### src/rtl/qr_cordic_scheduler.sv
// qr_cordic_scheduler
// Round-robin front end that shares one 4x4 QR CORDIC engine between two
// sample-stream requesters. One FRAME_LEN-sample frame is forwarded from the
// granted requester, the engine's result burst is registered and tagged with
// the requester ID, then an idle gap is enforced before the next grant.
// Optional WAIT-state timeout is compiled in with `define QR_SCHED_TIMEOUT_EN.
module qr_cordic_scheduler #(
    parameter int INPUT_DATA_WIDTH = 8,
    parameter int Q_DATA_WIDTH     = 12,
    parameter int FRAME_LEN        = 16,
    parameter int GAP_CYC          = 1,
    parameter int TIMEOUT_CYC      = 64
) (
    input  logic                          clk,
    input  logic                          rst_n,
    input  logic [1:0]                    req_valid,
    input  logic [2*INPUT_DATA_WIDTH-1:0] req_data,
    output logic [1:0]                    req_ready,
    output logic                          eng_in_valid,
    output logic [INPUT_DATA_WIDTH-1:0]   eng_in,
    input  logic                          eng_out_valid,
    input  logic [Q_DATA_WIDTH-1:0]       eng_out_r,
    input  logic [Q_DATA_WIDTH-1:0]       eng_out_q,
    output logic                          res_valid,
    output logic                          res_id,
    output logic [Q_DATA_WIDTH-1:0]       res_r,
    output logic [Q_DATA_WIDTH-1:0]       res_q,
    output logic                          res_last,
    output logic                          busy,
    output logic [1:0]                    err
);

    localparam int CNT_W = $clog2(FRAME_LEN + 1);
    localparam int GAP_W = (GAP_CYC > 1) ? $clog2(GAP_CYC) : 1;

    localparam logic [CNT_W-1:0] CNT_ONE  = CNT_W'(1);
    localparam logic [CNT_W-1:0] CNT_LAST = CNT_W'(FRAME_LEN - 1);
    localparam logic [GAP_W-1:0] GAP_ONE  = GAP_W'(1);
    localparam logic [GAP_W-1:0] GAP_LAST = GAP_W'((GAP_CYC > 0) ? GAP_CYC - 1 : 0);

    typedef enum logic [2:0] {
        ARB  = 3'd0,
        LOAD = 3'd1,
        WAIT = 3'd2,
        OUT  = 3'd3,
        GAP  = 3'd4
    } state_t;

    // A zero-length gap returns straight to arbitration after a burst.
    localparam state_t AFTER_BURST = state_t'((GAP_CYC > 0) ? 3'd4 : 3'd0);

    state_t                  state;
    state_t                  state_next;
    logic                    grant;
    logic                    grant_next;
    logic                    last_grant;
    logic                    last_grant_next;
    logic [CNT_W-1:0]        cnt;
    logic [CNT_W-1:0]        cnt_next;
    logic [GAP_W-1:0]        gap_cnt;
    logic [GAP_W-1:0]        gap_cnt_next;
    logic                    capture;
    logic                    last_capture;
    logic                    proto_err;
    logic                    err_proto;

    logic                    res_valid_p1;
    logic                    res_id_p1;
    logic                    res_last_p1;
    logic [Q_DATA_WIDTH-1:0] res_r_p1;
    logic [Q_DATA_WIDTH-1:0] res_q_p1;

`ifdef QR_SCHED_TIMEOUT_EN
    localparam int TO_W = $clog2(TIMEOUT_CYC + 1);
    localparam logic [TO_W-1:0] TO_ONE  = TO_W'(1);
    localparam logic [TO_W-1:0] TO_LAST = TO_W'(TIMEOUT_CYC - 1);

    logic [TO_W-1:0]         to_cnt;
    logic [TO_W-1:0]         to_cnt_next;
    logic                    timeout_err;
    logic                    err_timeout;
`endif

    // Next-state, counter updates and the combinational sample path
    always_comb begin
        state_next      = state;
        grant_next      = grant;
        last_grant_next = last_grant;
        cnt_next        = cnt;
        gap_cnt_next    = gap_cnt;
        capture         = 1'b0;
        last_capture    = 1'b0;
        proto_err       = 1'b0;
        req_ready       = 2'b00;
        eng_in_valid    = 1'b0;
        eng_in          = '0;
`ifdef QR_SCHED_TIMEOUT_EN
        to_cnt_next     = to_cnt;
        timeout_err     = 1'b0;
`endif
        unique case (state)
            ARB: begin
                // Engine output outside a burst is a protocol violation.
                proto_err = eng_out_valid;
                if (|req_valid) begin
                    // Prefer the requester that was not served last.
                    grant_next = req_valid[~last_grant] ? ~last_grant : last_grant;
                    state_next = LOAD;
                end
            end
            LOAD: begin
                req_ready[grant] = 1'b1;
                eng_in_valid     = req_valid[grant];
                eng_in           = grant ? req_data[2*INPUT_DATA_WIDTH-1:INPUT_DATA_WIDTH]
                                         : req_data[INPUT_DATA_WIDTH-1:0];
                proto_err        = eng_out_valid;
                if (req_valid[grant]) begin
                    if (cnt == CNT_LAST) begin
                        cnt_next        = '0;
                        last_grant_next = grant;
                        state_next      = WAIT;
                    end else begin
                        cnt_next = cnt + CNT_ONE;
                    end
                end
            end
            WAIT: begin
                if (eng_out_valid) begin
                    capture = 1'b1;
                    if (FRAME_LEN == 1) begin
                        last_capture = 1'b1;
                        cnt_next     = '0;
                        state_next   = AFTER_BURST;
                    end else begin
                        cnt_next   = CNT_ONE;
                        state_next = OUT;
                    end
                end
`ifdef QR_SCHED_TIMEOUT_EN
                // Count silent WAIT cycles; give up after TIMEOUT_CYC of them.
                to_cnt_next = '0;
                if (!eng_out_valid) begin
                    if (to_cnt == TO_LAST) begin
                        timeout_err = 1'b1;
                        state_next  = AFTER_BURST;
                    end else begin
                        to_cnt_next = to_cnt + TO_ONE;
                    end
                end
`endif
            end
            OUT: begin
                if (eng_out_valid) begin
                    capture = 1'b1;
                    if (cnt == CNT_LAST) begin
                        last_capture = 1'b1;
                        cnt_next     = '0;
                        state_next   = AFTER_BURST;
                    end else begin
                        cnt_next = cnt + CNT_ONE;
                    end
                end else begin
                    // Burst ended early: flag it and abandon the rest.
                    proto_err  = 1'b1;
                    cnt_next   = '0;
                    state_next = AFTER_BURST;
                end
            end
            GAP: begin
                proto_err = eng_out_valid;
                if (gap_cnt == GAP_LAST) begin
                    gap_cnt_next = '0;
                    state_next   = ARB;
                end else begin
                    gap_cnt_next = gap_cnt + GAP_ONE;
                end
            end
            default: begin
                state_next = ARB;
            end
        endcase
    end

    // State register
    always_ff @(posedge clk or negedge rst_n) begin
        if (!rst_n) begin
            state <= ARB;
        end else begin
            state <= state_next;
        end
    end

    // Arbitration, frame/gap counters and sticky protocol error
    always_ff @(posedge clk or negedge rst_n) begin
        if (!rst_n) begin
            grant      <= 1'b0;
            last_grant <= 1'b1;
            cnt        <= '0;
            gap_cnt    <= '0;
            err_proto  <= 1'b0;
        end else begin
            grant      <= grant_next;
            last_grant <= last_grant_next;
            cnt        <= cnt_next;
            gap_cnt    <= gap_cnt_next;
            err_proto  <= err_proto | proto_err;
        end
    end

`ifdef QR_SCHED_TIMEOUT_EN
    // WAIT timeout counter and sticky timeout flag
    always_ff @(posedge clk or negedge rst_n) begin
        if (!rst_n) begin
            to_cnt      <= '0;
            err_timeout <= 1'b0;
        end else begin
            to_cnt      <= to_cnt_next;
            err_timeout <= err_timeout | timeout_err;
        end
    end

    assign err = {err_timeout, err_proto};
`else
    assign err = {1'b0, err_proto};
`endif

    // Result capture stage: one-cycle registered copy of the engine burst
    always_ff @(posedge clk or negedge rst_n) begin
        if (!rst_n) begin
            res_valid_p1 <= 1'b0;
            res_last_p1  <= 1'b0;
            res_id_p1    <= 1'b0;
            res_r_p1     <= '0;
            res_q_p1     <= '0;
        end else begin
            res_valid_p1 <= capture;
            res_last_p1  <= last_capture;
            if (capture) begin
                res_id_p1 <= grant;
                res_r_p1  <= eng_out_r;
                res_q_p1  <= eng_out_q;
            end
        end
    end

    assign res_valid = res_valid_p1;
    assign res_last  = res_last_p1;
    assign res_id    = res_id_p1;
    assign res_r     = res_r_p1;
    assign res_q     = res_q_p1;
    assign busy      = (state != ARB);

endmodule
### config.mk
export PLATFORM = sky130hd
export DESIGN_NAME = qr_cordic_scheduler
export DESIGN_NICKNAME = d
export VERILOG_FILES = /design/src/rtl/qr_cordic_scheduler.sv
export SDC_FILE = /design/constraint.sdc
export NUM_CORES = 1
export LEC_CHECK = 0
export CORE_MARGIN = 8
export CORE_UTILIZATION = 36
export DETAILED_ROUTE_END_ITERATION = 8
export GPL_ROUTABILITY_DRIVEN = 0
export PLACE_DENSITY = 0.82
export SETUP_SLACK_MARGIN = 0.05
export SLEW_MARGIN = 40
export SYNTH_ARGS = -nofsm -noshare
export SYNTH_HDL_FRONTEND = slang
export SYNTH_SLANG_ARGS = --single-unit
### constraint.sdc
create_clock -name clk -period 1.6 [get_ports clk]
set_input_delay 0.16 -clock clk [delete_from_list [all_inputs] [get_ports clk]]
set_output_delay 0.16 -clock clk [all_outputs]
set_load 0.05 [all_outputs]
==> summary.md <==
| Metric | Value |
|---|---|
| Syn nets | `194` |
| Worst-skew pair later-pin latency | `280 ps` |
| Chip width | `86.3 um` |
| CP max-delay cell | `or3b_4` |
| First-pass GRT wire length | `7.89 mm` |
| Count leader, synth | `dfrtp_1` |
| Peak VDD IR | `1.20 mV` |
| Seq/Total Area, Yosys | `53.6%` |
| GRT overflow | `0` |
| HP Class | `in2async` |
| Std cell rows | `25` |
| Top Family by Delay on Critical Path | `simple AND/OR/NAND/NOR gates` |
| DR pass1 iterations | `4` |
| Reg-to-Reg End | `res_q[6]$_DFFE_PN0P_` |
| Clk sink count | `38` |
| Worst reg2reg path startpoint | `state[2]$_DFFE_PN0P_` |
| Area grow syn2layout | `77.6%` |
| Max FO, Critical Path | `4` |
| Max-cap violations | `0` |
| Total wire length | `5.43 mm` |
| Comb pwr share | `69.5%` |
| CP Buf/Inv Count | `2` |
| Final hold violations | `0` |
| Commonest register cell after synthesis | `dfrtp_1` |
| Die Area | `7440 um^2` |
| Status | `finished, violations left` |
| CTS tree | `built` |
| Sequential cell fraction of total power | `22.1%` |
| I/O Buffers | `84` |
| Most area-hungry cell type in the Yosys netlist | `dfrtp_1` |
| R2R cell count | `5` |
| Final worst slack | `-143 ps` |
| Main combinational cell family by area after synthesis | `multiplexers` |
| Failing checks | `setup timing` |
| CP required | `1440 ps` |
| Achievable Freq | `574 MHz` |
| Post-Synth XOR/XNOR Area | `0%` |
| Setup Crit Path Kind | `reg2out` |
| Clock Path Buffers | `2` |
| Cell Pwr Density | `2330 nW/um^2` |
| Mux share of post-synthesis cell area | `20.3%` |
| Synth area leaders | `dfrtp_1, mux2_2, mux2i_1, nor2_1, dfstp_2` |
| Sum Neg Setup Slack | `-1100 ps` |
| Syn_area_per_cell | `12.0 um^2` |
| Nets | `302` |
| Switch share | `48.3%` |
| Initial antenna violation count | `0` |
| Critical path, cell by cell | `or3b_4 -> or2_4 -> clkinvlp_4 -> buf_12` |
| Core ar. | `4750 um^2` |
| Mapped Area | `1780 um^2` |
| Clock Skews | `11.2 ps` |
| Worst setup SP type | `flip-flop` |
| Post-layout util | `66.4%` |
| RSZ-0062 raised after global routing | `true` |
| Per-cell routed wire length | `16.8 um` |
| Adder-Cell Fraction of Synth Area | `0.704%` |
| Crit-path max cell delay | `430 ps` |
| WP data arrival | `1580 ps` |
| Largest net degree at the start of global routing | `29` |
| All-layer global routing usage | `13.2%` |
| Final setup vio count | `11` |
| Compound-Gate Fraction of Synth Area | `9.71%` |
| Final Cycle Share | `109%` |
| Worst R2R Setup Slack | `20 ps` |
| Vias in the first global route | `1655` |
| Post-route cell area | `3160 um^2` |
| Die height | `86.3 um` |
| Cts bufs inserted | `5` |
| Clk root buf | `clkbuf_8` |
| Initial Util | `37.4%` |
| Setup crit end kind | `primary output` |
| Psw | `3.56 mW` |
| Clk pwr share | `8.4%` |
| Number of routed nets with antenna violations | `0` |
| Final Power | `7.37 mW` |
| Number of vias per cell | `4.89` |
| Inst Count DP | `303` |
| Top-area cell type share of the netlist area | `52.1%` |
| IO Pins | `86` |
| P_leak | `1.42 nW` |
| Yosys cell types | `42` |
| Number of flops mapped to enable cells by yosys | `0` |
| Most frequent cells after synthesis | `dfrtp_1, mux2_2, nor2_1` |
| Simple-gate area share of the yosys netlist | `10.9%` |
| H-tree levels | `2` |
| Drt drc | `0` |
| Layout cells sized above 1 | `49.4%` |
| Syn Inst Count | `148` |
| DR vias | `1585` |
| WP depth | `4` |
| Non-Filler Instances | `324` |
| Dpl hpwl | `3.79 mm` |
| #FFs+latches synth | `38` |
| Max Slew Vio Count | `0` |
| DRT iter0 DRCs | `64` |
| Placed Instance Area | `2860 um^2` |
| YS warnings | `0` |
| Internal Pwr Total | `3.81 mW` |
| CTS clock-pin slew for the worst setup and hold paths | `80 ps` |
| Fraction of registers with async set or reset after synthesis | `100%` |
| # diodes | `0` |
| Min Tclk post-route | `1740 ps` |
-- through the flow --
step | setup slack [ps] | hold slack [ps]
after floorplan | 77.7 | -136
after global placement | 35.8 | 122
after detailed placement | 17.6 | 125
after CTS | -133 | 348
after global routing | -194 | 375
final | -143 | 344
-- worst register-to-register path: cells and delay by family, from the launching register on --
kind          cells  cell delay, ps
mux               1             310
simple gates      2             380
buf+inv           2             380
flops             1             410
-- state kept, by name, summed over array words and instances, names as in the netlist --
name / cells
res_r: 12
res_last: 1
cnt: 5
res_valid: 1
res_q: 12
state: 3
grant: 1
err_proto: 1
last_grant: 1
res_id: 1
-- power groups by stage --
stage | Clock, mW | Sequential [mW] | Combinational, mW
2_1_floorplan | 0 | 2.79 | 1.92
3_3_place_gp | 0 | 1.62 | 4.78
3_5_place_dp | 0 | 1.65 | 4.85
4_1_cts | 0.649 | 1.62 | 4.96
5_1_grt | 0.685 | 1.68 | 5.38
6_report | 0.618 | 1.63 | 5.12
-- cells by family after synthesis --
group / after synthesis
other: 1
adders and majority gates: 1
AOI/OAI and AO/OA: 22
muxes: 33
DFF: 38
buffers and inverters: 15
and+or+nand+nor: 38
-- placed cells by master (no fill, tap or decap), drive strengths merged, types with 2 or more instances in the layout --
cell and count:
buf 64, clkdlybuf4s50 43, dfrtp 37, mux2 24
nor2 15, mux2i 9, clkbuf 8, nand2 7
inv 5, a21oi 5, nor4 3, nor3 3
nand3 2, a32o 2, clkinv 2, nand2b 2
o21ai 2
-- final cells by class --
cell class	instances	area (um^2)
fill	359	1600
timing repair buffer	110	1140
sequential	38	953
multi-input combinational	95	875
tap	67	83.8
clock buffer	6	72.6
inverter	6	26.3
clock inverter	2	10.0
-- per-layer routing --
| layer | share of wire (%) | global-route usage, % | routed length, um |
|---|---|---|---|
| met4 | 0.94 | 4.54 | 51 |
| met2 | 49 | 22.4 | 2670 |
| met3 | 8.0 | 5.29 | 436 |
| met5 | 0 | 0 | 0 |
| met1 | 42 | 14.6 | 2280 |
-- repair_timing --
action	4_1_cts	5_1_grt
endpoints found under the setup margin	13	41
hold buffers	1	0
resized for setup	7	13
cloned	0	3
pin swaps	3	1
setup buffers	3	6
hold endpoints to repair	16	0
-- worst max path at each step --
stage / startpoint / end / slack, ps
floorplan: state[1]$_DFFE_PN0P_ / eng_in[0] / 80
global placement: eng_out_valid / cnt[3]$_DFFE_PN0P_ / 40
detailed placement: eng_out_valid / cnt[3]$_DFFE_PN0P_ / 20
CTS: state[2]$_DFFE_PN0P_ / eng_in_valid / -130
global route: state[1]$_DFFE_PN0P_ / eng_in_valid / -190
finish: state[1]$_DFFE_PN0P_ / eng_in_valid / -140
Note: power is estimated with default switching activity, not from simulation.
